[src/rtl/pbit_mult_pkg.sv]
// Shared definitions for the p-bit multiplier host initiator: FSM states and response status codes.
package pbit_mult_pkg;

    typedef enum logic [2:0] {
        S_IDLE  = 3'd0,
        S_ISSUE = 3'd1,
        S_WAIT  = 3'd2,
        S_CHECK = 3'd3,
        S_RESP  = 3'd4
    } state_e;

    typedef enum logic [1:0] {
        ST_OK       = 2'b00,
        ST_TIMEOUT  = 2'b01,
        ST_MISMATCH = 2'b10
    } status_e;

endpackage

[src/rtl/pbit_result_checker.sv]
// Combinational sanity check of a multiplier result; used by the initiator only when
// PBIT_RESULT_VERIFY_EN is defined.
module pbit_result_checker #(
    parameter int P2 = 3,
    parameter int P3 = 1
) (
    input  logic        mode_i,
    input  logic [P3:0] a_i,
    input  logic [P3:0] b_i,
    input  logic [P2:0] op_i,
    input  logic [P2:0] res_i,
    output logic        ok_o
);

    logic [P2:0] prod_ab;
    logic [P2:0] prod_f;

    // Factor mode: the two result halves are the factors and must multiply back to op.
    assign prod_ab = (P2+1)'(a_i) * (P2+1)'(b_i);
    assign prod_f  = (P2+1)'(res_i[P2:P3+1]) * (P2+1)'(res_i[P3:0]);
    assign ok_o    = mode_i ? (prod_f == op_i) : (res_i == prod_ab);

endmodule

[src/rtl/multiplier_request_initiator.sv]
// Host-side initiator for the p-bit multiplier: one request in flight, timeout with bounded
// retries. Define PBIT_RESULT_VERIFY_EN to check results and retry on a bad answer.
module multiplier_request_initiator
    import pbit_mult_pkg::*;
#(
    parameter int P              = 7,
    parameter int P2             = ((P+1)/2)-1,
    parameter int P3             = ((P+1)/4)-1,
    parameter int TIMEOUT_CYCLES = 1024,
    parameter int MAX_RETRIES    = 3
) (
    input  logic        CLK,
    input  logic        RST,
    input  logic        req_valid,
    output logic        req_ready,
    input  logic        req_mode,
    input  logic [P3:0] req_a,
    input  logic [P3:0] req_b,
    input  logic [P2:0] req_op,
    output logic        rsp_valid,
    input  logic        rsp_ready,
    output logic [P2:0] rsp_data,
    output logic [1:0]  rsp_status,
    output logic        MODE,
    output logic        valid_in,
    output logic [P3:0] in1,
    output logic [P3:0] in2,
    output logic [P2:0] op,
    input  logic [P2:0] res,
    input  logic        valid_res
);

    localparam int            RW      = (MAX_RETRIES > 0) ? $clog2(MAX_RETRIES + 1) : 1;
    localparam int            CW      = $clog2(TIMEOUT_CYCLES);
    localparam logic [RW-1:0] MAXR    = RW'(MAX_RETRIES);
    localparam logic [CW-1:0] TO_LAST = CW'(TIMEOUT_CYCLES - 1);

    state_e        state_q, state_d;
    status_e       status_q, status_d;
    logic          mode_q, mode_d;
    logic [P3:0]   a_q, a_d, b_q, b_d;
    logic [P2:0]   op_q, op_d;
    logic [P2:0]   data_q, data_d;
    logic [RW-1:0] retry_q, retry_d;
    logic [CW-1:0] tcnt_q, tcnt_d;

`ifdef PBIT_RESULT_VERIFY_EN
    logic chk_ok;

    pbit_result_checker #(.P2(P2), .P3(P3)) u_checker (
        .mode_i (mode_q),
        .a_i    (a_q),
        .b_i    (b_q),
        .op_i   (op_q),
        .res_i  (data_q),
        .ok_o   (chk_ok)
    );
`endif

    always_ff @(posedge CLK) begin
        if (RST) begin
            state_q  <= S_IDLE;
            status_q <= ST_OK;
            mode_q   <= 1'b0;
            a_q      <= '0;
            b_q      <= '0;
            op_q     <= '0;
            data_q   <= '0;
            retry_q  <= '0;
            tcnt_q   <= '0;
        end else begin
            state_q  <= state_d;
            status_q <= status_d;
            mode_q   <= mode_d;
            a_q      <= a_d;
            b_q      <= b_d;
            op_q     <= op_d;
            data_q   <= data_d;
            retry_q  <= retry_d;
            tcnt_q   <= tcnt_d;
        end
    end

    always_comb begin
        state_d  = state_q;
        status_d = status_q;
        mode_d   = mode_q;
        a_d      = a_q;
        b_d      = b_q;
        op_d     = op_q;
        data_d   = data_q;
        retry_d  = retry_q;
        tcnt_d   = tcnt_q;
        case (state_q)
            S_IDLE: begin
                if (req_valid) begin
                    mode_d  = req_mode;
                    a_d     = req_a;
                    b_d     = req_b;
                    op_d    = req_op;
                    state_d = S_ISSUE;
                end
            end
            S_ISSUE: begin
                tcnt_d  = '0;
                state_d = S_WAIT;
            end
            S_WAIT: begin
                // A result landing on the timeout cycle is still taken.
                if (valid_res) begin
                    data_d  = res;
                    state_d = S_CHECK;
                end else if (tcnt_q == TO_LAST) begin
                    if (retry_q < MAXR) begin
                        retry_d = retry_q + RW'(1);
                        state_d = S_ISSUE;
                    end else begin
                        status_d = ST_TIMEOUT;
                        data_d   = '0;
                        state_d  = S_RESP;
                    end
                end else begin
                    tcnt_d = tcnt_q + CW'(1);
                end
            end
            S_CHECK: begin
`ifdef PBIT_RESULT_VERIFY_EN
                if (chk_ok) begin
                    status_d = ST_OK;
                    state_d  = S_RESP;
                end else if (retry_q < MAXR) begin
                    retry_d = retry_q + RW'(1);
                    state_d = S_ISSUE;
                end else begin
                    status_d = ST_MISMATCH;
                    state_d  = S_RESP;
                end
`else
                status_d = ST_OK;
                state_d  = S_RESP;
`endif
            end
            S_RESP: begin
                if (rsp_ready) begin
                    retry_d = '0;
                    state_d = S_IDLE;
                end
            end
            default: state_d = S_IDLE;
        endcase
    end

    assign req_ready  = (state_q == S_IDLE);
    assign valid_in   = (state_q == S_ISSUE);
    assign rsp_valid  = (state_q == S_RESP);
    assign rsp_data   = data_q;
    assign rsp_status = status_q;
    assign MODE       = mode_q;
    assign in1        = a_q;
    assign in2        = b_q;
    assign op         = op_q;

endmodule

[config.mk]
export PLATFORM = sky130hd
export DESIGN_NAME = multiplier_request_initiator
export DESIGN_NICKNAME = d
export VERILOG_FILES = /design/src/rtl/pbit_mult_pkg.sv /design/src/rtl/pbit_result_checker.sv /design/src/rtl/multiplier_request_initiator.sv
export SDC_FILE = /design/constraint.sdc
export NUM_CORES = 1
export LEC_CHECK = 0
export CAP_MARGIN = 20
export CORE_AREA = 2 2 63 65
export CTS_CLUSTER_SIZE = 14
export DETAILED_ROUTE_END_ITERATION = 7
export DIE_AREA = 0 0 65 67
export SYNTH_ARGS = -nofsm -noshare
export SYNTH_HDL_FRONTEND = slang
export SYNTH_HIERARCHICAL = 1
export SYNTH_SLANG_ARGS = --single-unit
[constraint.sdc]
create_clock -name CLK -period 4.4 [get_ports CLK]
set_clock_uncertainty 0.15 [all_clocks]
set_input_delay 0.44 -clock CLK [delete_from_list [all_inputs] [get_ports CLK]]
set_output_delay 0.44 -clock CLK [all_outputs]
set_load 0.005 [all_outputs]
==> results.toml <==
[status]
status = "finished, final reports clean"

[timing]
min_period_ns = 2.39
tns_ns = 0
clock.fmax_mhz = 419
relSlewSlack_pct = 47.7
hold_violations = 0
slew_viol_final = 0
worst_slew_pin_slew_ns = 0.780
fin_crit_sh_pct = 54.2
rsz0062_at_grt = "no"
finalSetupViolations = 0

[setup_path]
crit_path_start_kind = "flop"
slowest_delay_ns = 0.75
worstPathMaxFanout = 11
path_buf_inv = 0
crit_path_end_kind = "flop"
crit_chain = "ha_1 -> nand3_1 -> o31ai_2 -> nand2_1 -> a311oi_1"
required_ns = 4.43
crit_path_top_delay_cell = "o31ai_2"
path_class = "flop to flop"
critPathTopFamily = "compound AO/OA/AOI/OAI gates"
arrival_ns = 2.42

[floorplanning]
die_w_um = 65
core_sq_um = 3610
rows = 22
initial_utilization_pct = 38.7
fp.dieArea_sq_um = 4360
die_h_um = 67
ios = 36

[synthesis]
netlist_area_sq_um = 1400
ys_seq_area_share_pct = 41.6
synthCells = 168
synth_edf_count = 0
yosysWarnings = 6
synth_fp_nets = 188
ys_ff_latch = 29
async_reset_ff_share_pct = 0
synth.avg_cell_area_sq_um = 8.31
ys.flop_type = "dfxtp_1"
synthDistinctLibCells = 41

[pwr]
power_leakage_nw = 0.608
powerDensity_nw_per_um2 = 318
ir_drop_v = 0.000172

[clock_tree]
cts_htree_levels = 2
cts_hold_buf = 0
cts-root-buf = "clkbuf_8"
cts_buffers = 5
cts_tree = "done"
cts_setup_buffers = 0
clock_path_buffers = 2
post_cts_resized = 0
cts.clk_slew.worst_paths_ns = 0.06
clock_latency_ns = 0.27
cts.sinks = 29

[drt]
wire_per_inst_um = 14.4
num_vias = 1352
firstDrtPassIters = 4
drt_iter0_markers = 45
ant_nets = 0
wirelength_um = 3610
routed_via_density = 5.39
drc = 0

[global_route]
grt_max_degree = 29
grt_usage_pct = 18.2
grt_overflow = 0
antenna_found_initial = 0
grt_pass1_vias = 1337
grt_pass1_wl_um = 6070

[layout]
fin_util_pct = 50.9
nFillCells = 334
layout_common_cells = "clkdlybuf4s50_1 (34), dfxtp_1 (29), nand2_1 (29)"
nets = 222
drive_gt1_share_pct = 5.91
multiInputGateArea_sq_um = 754
final_common_cell = "clkdlybuf4s50_1"
register_area_sq_um = 581
area_growth_pct = 31.4
antenna_cells = 0

[placement]
io_buffers = 34
dp_hpwl_um = 2590
routabilityCongestion = 0.841

[job]
drv_cap = 0

[worst_hold_path]
hp-class = "flop to flop"
[report_power, final]
group | switching [mW] | internal (mW) | leakage (nW)
Sequential | 0.0104 | 0.274 | 0.235
Combinational | 0.0462 | 0.0477 | 0.333
Clock | 0.0933 | 0.112 | 0.0395
Total | 0.150 | 0.433 | 0.608
[cell usage after synthesis (3+ instances only)]
| library cell | instances | area share (%) |
|---|---|---|
| a31oi_1 | 7 | 3.1 |
| dfxtp_1 | 29 | 42 |
| nor2_1 | 3 | 0.81 |
| nand3_1 | 18 | 6.5 |
| nand2_1 | 29 | 7.8 |
| nand2b_1 | 3 | 1.3 |
| or3_1 | 3 | 1.3 |
| nor3_1 | 3 | 1.1 |
| inv_1 | 3 | 0.81 |
| a21oi_1 | 22 | 7.9 |
| o21ai_0 | 7 | 2.5 |
| clkbuf_1 | 3 | 0.81 |
[worst paths after layout]
path              from        end  slack (ns)  cells after the start
min reg2reg       MODE       MODE        0.30                      2
max          tcnt_q[0]  tcnt_q[8]        2.01                      5
min               MODE       MODE        0.30                      2
max reg2reg  tcnt_q[0]  tcnt_q[8]        2.01                      5
[kinds of logic after synthesis]
family	share of synthesized area [%]
AND/OR/NAND/NOR	28.5
AO/OA/AOI/OAI	23.5
flip-flops	41.6
buffers and inverters	4.39
adder cells (fa/ha/maj)	1.79
other	0.269
[area by class of cell]
| cell class | count | share of cell area, % |
|---|---|---|
| well taps | 48 | 3.27 |
| flip-flops and latches | 29 | 31.7 |
| multi-input cells | 128 | 41.1 |
| inverters | 3 | 0.614 |
| repair buffers | 35 | 19.0 |
| clock buffers | 8 | 4.37 |
[worst reg2reg max path, cell delays in order, from the launching register on]
cell	delay (ns)
dfxtp_1	0.39
ha_1	0.23
nand3_1	0.21
o31ai_2	0.75
nand2_1	0.27
a311oi_1	0.31
[registers in the layout, indices dropped and copies added (netlist names)]
signal,count
state_q,3
retry_q,2
in2,2
MODE,1
rsp_data,4
in1,2
tcnt_q,10
op,4
rsp_status,1
[per-layer routing]
layer	global-route usage, %	routed length (um)	vias to the layer above
met5	0	0	-
met2	29.5	1760	23
met3	4.22	116	2
met4	7.45	34	0
li1	-	-	679
met1	23.2	1700	648
[stage by stage]
| step | hold slack, ns | area [sq um] | cells | power, mW | setup slack, ns |
|---|---|---|---|---|---|
| 3_5_place_dp | 0.300 | 1750 | 243 | 0.383 | 1.84 |
| 5_1_grt | 0.329 | 1830 | 251 | 0.616 | 1.76 |
| 4_1_cts | 0.308 | 1830 | 251 | 0.590 | 2.00 |
| 2_1_floorplan | 0.303 | 1400 | 168 | 0.336 | 2.52 |
| 3_3_place_gp | 0.292 | 1750 | 243 | 0.382 | 1.93 |
| 6_report | 0.304 | 1830 | 251 | 0.583 | 2.01 |
Power figures use the tool's default switching activity.
